<file path="config.mk">
export PLATFORM = sky130hd
export DESIGN_NAME = divider_flat
export DESIGN_NICKNAME = d
export VERILOG_FILES = /design/src/rtl/divider_if.sv /design/src/rtl/divider.sv /design/src/flat_wrapper.sv
export SDC_FILE = /design/constraint.sdc
export NUM_CORES = 1
export LEC_CHECK = 0
export BUFFER_PORTS_ARGS = -buffer_cell sky130_fd_sc_hd__buf_2
export CORE_MARGIN = 2
export CORE_UTILIZATION = 47
export DETAILED_ROUTE_END_ITERATION = 7
export HOLD_SLACK_MARGIN = 0.03
export PLACE_DENSITY = 0.79
export SLEW_MARGIN = 20
export SYNTH_ARGS = -nofsm -noshare
export SYNTH_HDL_FRONTEND = slang
export SYNTH_SLANG_ARGS = --single-unit
</file>
<file path="constraint.sdc">
create_clock -name clk -period 2.9 [get_ports clk]
set_clock_uncertainty 0.05 [all_clocks]
set_input_delay 0 -clock clk [delete_from_list [all_inputs] [get_ports clk]]
set_output_delay 0 -clock clk [all_outputs]
set_load 0.02 [all_outputs]
</file>
<file path="src/rtl/divider_if.sv">
// Request/response bundle between the execute stage and the iterative divider.
interface divider_if;
    logic        start;
    logic [1:0]  op;
    logic [31:0] dividend;
    logic [31:0] divisor;
    logic        flush;
    logic        busy;
    logic        done;
    logic [31:0] result;

    modport master (
        output start, op, dividend, divisor, flush,
        input  busy, done, result
    );

    modport slave (
        input  start, op, dividend, divisor, flush,
        output busy, done, result
    );
endinterface

</file>
<file path="src/rtl/divider.sv">
// RV32M DIV/DIVU/REM/REMU unit: radix-2 restoring divider with a fixed 33-cycle latency.
module divider (
    input  logic     clk,
    input  logic     reset_n,
    divider_if.slave bus
);

    typedef enum logic [1:0] {
        IDLE = 2'd0,
        CALC = 2'd1,
        FIX  = 2'd2
    } state_t;

    state_t      state;
    state_t      next_state;
    logic [4:0]  count;
    logic        rem_sel;
    logic        is_signed;
    logic        sign_a;
    logic        sign_b;
    logic        div_zero;
    logic [31:0] divisor_abs;
    logic [63:0] acc;           // {rem, quo}
    logic        done_q;
    logic [31:0] result_q;

    logic        accept;
    logic        op_signed;
    logic [31:0] dividend_abs;
    logic [31:0] divisor_abs_in;
    logic [63:0] shifted;
    logic [33:0] diff;
    logic [31:0] q_fix;
    logic [31:0] r_fix;

    assign accept = bus.start && !bus.flush;

    // NOTE: every always_comb output gets a default first so no path can infer a latch.
    always_comb begin
        op_signed      = !bus.op[0];
        dividend_abs   = (op_signed && bus.dividend[31]) ? (~bus.dividend + 32'd1) : bus.dividend;
        divisor_abs_in = (op_signed && bus.divisor[31])  ? (~bus.divisor + 32'd1)  : bus.divisor;

        // The bit shifted out of rem[31] joins the trial so divisors >= 2^31 stay exact.
        shifted = {acc[62:0], 1'b0};
        diff    = {1'b0, acc[63], shifted[63:32]} - {2'b00, divisor_abs};

        q_fix = (is_signed && (sign_a ^ sign_b)) ? (~acc[31:0] + 32'd1) : acc[31:0];
        // With a zero divisor every trial succeeds, so rem already holds |dividend|
        // and the sign fix-up below restores the original dividend exactly.
        r_fix = (is_signed && sign_a) ? (~acc[63:32] + 32'd1) : acc[63:32];
        if (div_zero) begin
            q_fix = 32'hFFFF_FFFF;
        end
    end

    always_comb begin
        next_state = state;
        case (state)
            IDLE:    if (accept) next_state = CALC;
            CALC: begin
                if (bus.flush)          next_state = IDLE;
                else if (count == 5'd31) next_state = FIX;
            end
            FIX:     next_state = IDLE;
            default: next_state = IDLE;
        endcase
    end

    // NOTE: sequential state uses non-blocking assignments so every register samples pre-edge values.
    always_ff @(posedge clk) begin
        if (!reset_n) begin
            state       <= IDLE;
            count       <= 5'd0;
            rem_sel     <= 1'b0;
            is_signed   <= 1'b0;
            sign_a      <= 1'b0;
            sign_b      <= 1'b0;
            div_zero    <= 1'b0;
            divisor_abs <= 32'd0;
            acc         <= 64'd0;
            done_q      <= 1'b0;
            result_q    <= 32'd0;
        end else begin
            state  <= next_state;
            done_q <= 1'b0;
            case (state)
                IDLE: begin
                    if (accept) begin
                        rem_sel     <= bus.op[1];
                        is_signed   <= op_signed;
                        sign_a      <= bus.dividend[31];
                        sign_b      <= bus.divisor[31];
                        div_zero    <= (bus.divisor == 32'd0);
                        divisor_abs <= divisor_abs_in;
                        acc         <= {32'd0, dividend_abs};
                        count       <= 5'd0;
                    end
                end
                CALC: begin
                    if (!bus.flush) begin
                        if (!diff[33]) acc <= {diff[31:0], shifted[31:1], 1'b1};
                        else           acc <= shifted;
                        count <= count + 5'd1;
                    end
                end
                FIX: begin
                    if (!bus.flush) begin
                        result_q <= rem_sel ? r_fix : q_fix;
                        done_q   <= 1'b1;
                    end
                end
                default: ;
            endcase
        end
    end

    assign bus.busy   = (state != IDLE);
    assign bus.done   = done_q;
    assign bus.result = result_q;

endmodule

</file>
<file path="src/flat_wrapper.sv">
// flat-port wrapper written by rule: the top's interface ports become plain ports
module divider_flat 
  (clk, reset_n, bus_start, bus_op, bus_dividend, bus_divisor, bus_flush, bus_busy, bus_done, bus_result);
  divider_if bus_i ();
  input  logic clk;
  input  logic reset_n;
  input wire logic [$bits(bus_i.start)-1:0] bus_start;
  input wire logic [$bits(bus_i.op)-1:0] bus_op;
  input wire logic [$bits(bus_i.dividend)-1:0] bus_dividend;
  input wire logic [$bits(bus_i.divisor)-1:0] bus_divisor;
  input wire logic [$bits(bus_i.flush)-1:0] bus_flush;
  output wire logic [$bits(bus_i.busy)-1:0] bus_busy;
  output wire logic [$bits(bus_i.done)-1:0] bus_done;
  output wire logic [$bits(bus_i.result)-1:0] bus_result;
  assign bus_i.start = bus_start;
  assign bus_i.op = bus_op;
  assign bus_i.dividend = bus_dividend;
  assign bus_i.divisor = bus_divisor;
  assign bus_i.flush = bus_flush;
  assign bus_busy = bus_i.busy;
  assign bus_done = bus_i.done;
  assign bus_result = bus_i.result;
  divider u_core (.clk(clk), .reset_n(reset_n), .bus(bus_i));
endmodule
</file>
[Word level (Yosys, flattened, before mapping)]
Index checks and enable logic that the tools add are counted.
Storage, ports and cells
  bits in registers: 141
  input bits: 70
  output and inout bits: 34
  word-level logic and storage cells: 63
Cells by class
  $add $sub $neg: 6
  equality and inequality tests: 6
  multiplexer cells: 18
  bitwise logic cells: 6
  reductions and logical operators: 16
Operators with widths (number)
  $mux W32: 6
  $mux W64: 3
  $add A32 B1 Y32 const B: 4
  $not A32 Y32: 4
  $pmux W64 S2: 1
  $sub A33 B32 Y34: 1
  $logic_not A32 Y1: 1
  $mux W5: 2
  $pmux W5 S2: 1
  $reduce_and A2 Y1: 4
  $mux W2: 3
  $add A5 B1 Y5 const B: 1
  $eq A5 B5 Y1 const B: 1
  $logic_and A1 B1 Y1: 5
  $pmux W2 S2: 1
  $reduce_bool A2 Y1: 2
  $ne A3 B2 Y1 const B: 1
  $reduce_and A3 Y1: 1
  $eq A2 B1 Y1 const B: 1
  $eq A2 B2 Y1 const B: 1
  $logic_not A1 Y1: 2
  $logic_not A2 Y1: 1
  $ne A2 B1 Y1 const B: 1
  $ne A2 B2 Y1 const B: 1
  other kinds (3): 3

[Logic depth before layout (Yosys ltp)]
  word-level depth: 5
  mapped depth: 14
  gate-level depth less buffers: 13

[Worst setup path after synthesis]
OpenSTA, ideal clock, no wires.
  path type: flip-flop to flip-flop
  start: reg u_core.acc[37]
  end: reg u_core.acc[57]
  library setup time: 0.117 ns
  arrival time: 2.800 ns
  data required time: 2.733 ns
  path slack: -0.067 ns
  cell stages (with the launch flop): 12
  path buffers: 2
  period minus slack after synthesis: 2.967 ns
  path through: dfxtp_1 ha_1 clkbuf_2 a21o_1 o41ai_4 a2111oi_2 o31ai_2 o21ai_1 or3_1 buf_6 mux2_4 a22o_1
On the way
  cells in the longest elaborated chain, start to end: 4
RTL lines
  start: declaration: line divider.sv:23  | logic [63:0] acc;
  start signal: assignment: line divider.sv:96  | acc <= {32'd0, dividend_abs};
  start signal: assignment: line divider.sv:102  | if (!diff[33]) acc <= {diff[31:0], shifted[31:1], 1'b1};
  start signal: assignment: line divider.sv:103  | else acc <= shifted;
  $sub A33 B32 Y34: line divider.sv:46  | diff = {1'b0, acc[63], shifted[63:32]} - {2'b00, divisor_abs};
  $mux W64: line divider.sv:102
  $mux W64: line divider.sv:101  | if (!bus.flush) begin
  $pmux W64 S2: line divider.sv:87  | case (state)
No other way between the ends. The select of a mux whose other input is x is not followed.
A chain may end at the register's enable or synchronous reset.

[Worst setup path in the final report]
Same ends and word-level chain as after synthesis.

==> results.md <==
Outcome:
- The flow ran to the end, but the final reports show violations.
- The checks that failed: setup timing.

Floorplan:
- Pin placement for this block handled 104 I/O pins.
- The number of rows in the core area is 53.
- The die is 149 um tall.
- The effective utilization at floorplan is 47.5%.
- The die covers 0.0222 sq mm.
- The die span in x is 149 um.
- The core area is 0.0208 sq mm.

Layout:
- The area taken by flip-flops and latches is 0.00284 sq mm.
- The area growth from synthesis to layout is 31.3%.
- The summed area of non-filler cells in the final layout is roughly 0.013 sq mm.
- The final layout contains 1642 nets.
- The finished layout holds 1819 standard cells, fillers aside.
- The library cell used most frequently in the layout, excluding fill and tap cells, is sky130_fd_sc_hd__nor2_1.
- The top cell types in the final layout, fill and taps aside, are sky130_fd_sc_hd__nor2_1 (169), sky130_fd_sc_hd__dfxtp_1 (132), sky130_fd_sc_hd__a21oi_1 (114).
- The post-route netlist has 21.0% of its cells at a drive strength greater than 1.
- The number of antenna repair diodes is 0.
- In the final layout, the multi-input gates occupy 0.00687 sq mm.
- The number of fillers in the final layout is between 1500 and 2000.
- The final design utilization is 62.4%.

Clock network:
- The number of levels in the clock H-tree is 4.
- In this run the clock root is driven by a sky130_fd_sc_hd__clkbuf_16.
- The insertion delay of the later-clocked pin in the worst-skew pair is 0.44 ns.
- The CTS tree is done.
- Counting every sink on the clock net gives roughly 140.
- The longest clock path from root to sink contains 2 buffers.
- The number of buffers inserted during clock tree synthesis is 17.
- Clock-pin slew was measured on the worst setup and hold paths at around 0.070 ns.

Place:
- The cell count after placement is 1716.
- The count of buffers added on input and output ports is about 100.
- Routability-driven placement finished with a final weighted congestion of 0.946.
- Once placement finished, the instance area stood at roughly 0.011 sq mm.
- The estimated wirelength of the detail-placed design is 22700 um.

Logic synthesis:
- The net count of the mapped netlist is approximately 1400.
- The average size of a mapped cell is 7.57 sq um.
- The predominant post-synthesis flop cell is sky130_fd_sc_hd__dfxtp_1.
- Summing the sequential cell areas from Yosys gives 28.5% of the chip area.
- Counting distinct cell types in the post-synthesis netlist gives 70.
- After technology mapping, the gate count stands at around 1300.
- The number of synthesized flops with an enable pin is 0.
- The share of synthesized registers carrying an async set or reset is 0%.
- The count of synthesis-stage warnings from yosys is 0.
- The flip-flop and latch count after synthesis is 141.
- The mapped netlist covers 0.00990 sq mm.

Timing:
- In the finished design, the share of the clock period the worst path needs comes to 101%.
- The worst-case setup margin in the final layout is -0.0317 ns.
- Setup repair after global routing could not meet its margin everywhere.
- The worst-margin pin slew is approximately 0.88 ns.
- The worst hold-check slack is 0.0379 ns.
- The final hold violation count was 0.
- The minimum clock period after layout is 2.93 ns.
- The number of max-slew violations in the final report is 0.
- Headroom to the max-slew limit came out at 41.0%.
- The count of endpoints failing setup in the final report is 3.
- The upper clock frequency limit is 341 MHz.

Worst setup path:
- STA puts the critical path data required time at 3.17 ns.
- Data arrives at the worst endpoint at 3.21 ns.
- The number of cells on the worst reg-to-reg path is 9.
- The endpoint kind of the worst setup timing path is a flop.
- The kind of critical path is flop to flop.
- Walking the worst path, the cells encountered are ha_4, a21o_1, o41ai_4, a2111oi_4, o31ai_4, o21ai_2, or3_4, mux2_4, a22o_1.
- The biggest fanout along the worst timing path is 7.
- Across all register-to-register paths, the minimum setup slack is -0.03 ns.
- In this design, the stage delay of the slowest critical-path cell is around 0.49 ns.
- STA classifies the critical path startpoint as a flop.
- The count of buffering cells on the critical path with inverters included is 0.
- The kind of cell adding the most delay to the critical path is compound AO/OA/AOI/OAI gates.
- The critical path crosses 9 cells after its start point.
- The critical-path cell with the highest stage delay is sky130_fd_sc_hd__or3_4.

GRT:
- The initial antenna violation count was 0.
- The global-route total usage across every layer is 29.1%.
- Entering global routing, the biggest net connects 79 pins.
- The number of global-route vias before repair is 10000.
- The first-pass GRT wire length is ~52000 um.
- The leftover overflow at the end of global routing is 0.

Power and ir drop:
- The worst IR drop on VDD is 0.445 mV.
- Summing internal, switching and leakage power gives 5.76 mW.
- The leakage power total is between 5 and 6 nW.
- In this run the power density over the cells is 443 mW/mm^2.

Detailed routing:
- The number of iterations in the first detailed-routing pass is 6.
- The number of routed nets with antenna violations is 0.
- The detailed-route wire length is 32800 um.
- After detailed routing, the number of vias per cell comes to between 5 and 6.
- In this run, the number of DRC markers left after iteration 0 of detailed routing was 1079.
- In the routed design, unresolved DRC markers number 0.
- The routed via count is around 11000.
- The average routed wire per standard cell is 18.0 um.

Hold path:
- The class of the worst hold path is primary input to flop.
- The instance count along the most critical hold path is 5.

Flow run:
- The max-cap check violation count is 0.
## kinds of logic (layout without fill, tap and decap cells)
group           after synthesis  count (layout)  synth area share [%]
fa+ha+maj                    39              39                  5.01
buf+inv                     132             368                  5.25
simple gates                426             426                  19.7
flops                       141             141                  28.5
mux                          23              23                  2.38
compound gates              406             406                  26.7
xor+xnor                    141             141                  12.5
## per-layer routing
| metal | track usage [%] | wire length [um] |
|---|---|---|
| met4 | 10.4 | 1070 |
| met5 | 0 | 0 |
| met3 | 4.92 | 2400 |
| met1 | 39.4 | 14200 |
| met2 | 47.0 | 15100 |
## cells in the mapped netlist (27+ instances only)
cell,count,area (sq um)
sky130_fd_sc_hd__a211oi_1,47,353
sky130_fd_sc_hd__a21oi_1,123,616
sky130_fd_sc_hd__a221oi_1,31,272
sky130_fd_sc_hd__clkbuf_1,68,255
sky130_fd_sc_hd__dfxtp_1,141,2820
sky130_fd_sc_hd__ha_1,38,475
sky130_fd_sc_hd__inv_1,55,206
sky130_fd_sc_hd__nand2_1,107,402
sky130_fd_sc_hd__nor2_1,173,649
sky130_fd_sc_hd__nor3_1,27,135
sky130_fd_sc_hd__o21ai_0,80,400
sky130_fd_sc_hd__xnor2_1,72,631
sky130_fd_sc_hd__xor2_1,69,604
## path summary, 6_finish.rpt
check                              from               endpoint
hold reg to reg   u_core.bus.result[24]  u_core.bus.result[24]
setup reg to reg         u_core.acc[37]         u_core.acc[57]
hold / removal          bus_dividend[9]          u_core.acc[9]
setup / recovery         u_core.acc[37]         u_core.acc[57]
## sequential cells by signal (all words and copies together), names as in the netlist
register and cells:
u_core.acc 64, u_core.bus.result 32, u_core.divisor_abs 32, u_core.count 5, u_core.state 2, u_core.bus.done 1, u_core.div_zero 1, u_core.is_signed 1
u_core.rem_sel 1, u_core.sign_a 1, u_core.sign_b 1
## stage by stage
stage	setup TNS [ns]	setup slack, ns
final	-0.0597	-0.0317
after global routing	-0.329	-0.0575
after CTS	0	0.00164
after detailed placement	-1.44	-0.121
after global placement	-0.0776	-0.0190
after floorplan	0	0.00743
## cell type report
cell class	count	share of cell area, %
clock buffer	20	3.51
clock inverter	10	1.27
inverter	56	1.62
multi-input combinational	1035	52.8
sequential	141	21.8
tap	275	2.65
timing repair buffer	282	16.3
## tightest hold or removal path, cell delays in order
cell and delay (ns):
sky130_fd_sc_hd__buf_2 0.13, sky130_fd_sc_hd__o21ai_0 0.08, sky130_fd_sc_hd__a311oi_1 0.08, sky130_fd_sc_hd__a21oi_1 0.12
sky130_fd_sc_hd__nor2_1 0.05
## where the power goes
group | internal [mW] | switching [mW]
Combinational | 0.587 | 0.735
Sequential | 2.01 | 0.0723
Clock | 1.48 | 0.879
Total | 4.07 | 1.69
## timing repair
action,CTS,global route
hold buffers,61,0
setup buffers,8,6
endpoints found under the setup margin,31,42
pin swaps,11,19
gates resized for setup,26,49
hold endpoints to repair,60,0
cloned,2,1
Note: power is estimated with default switching activity, not from simulation.
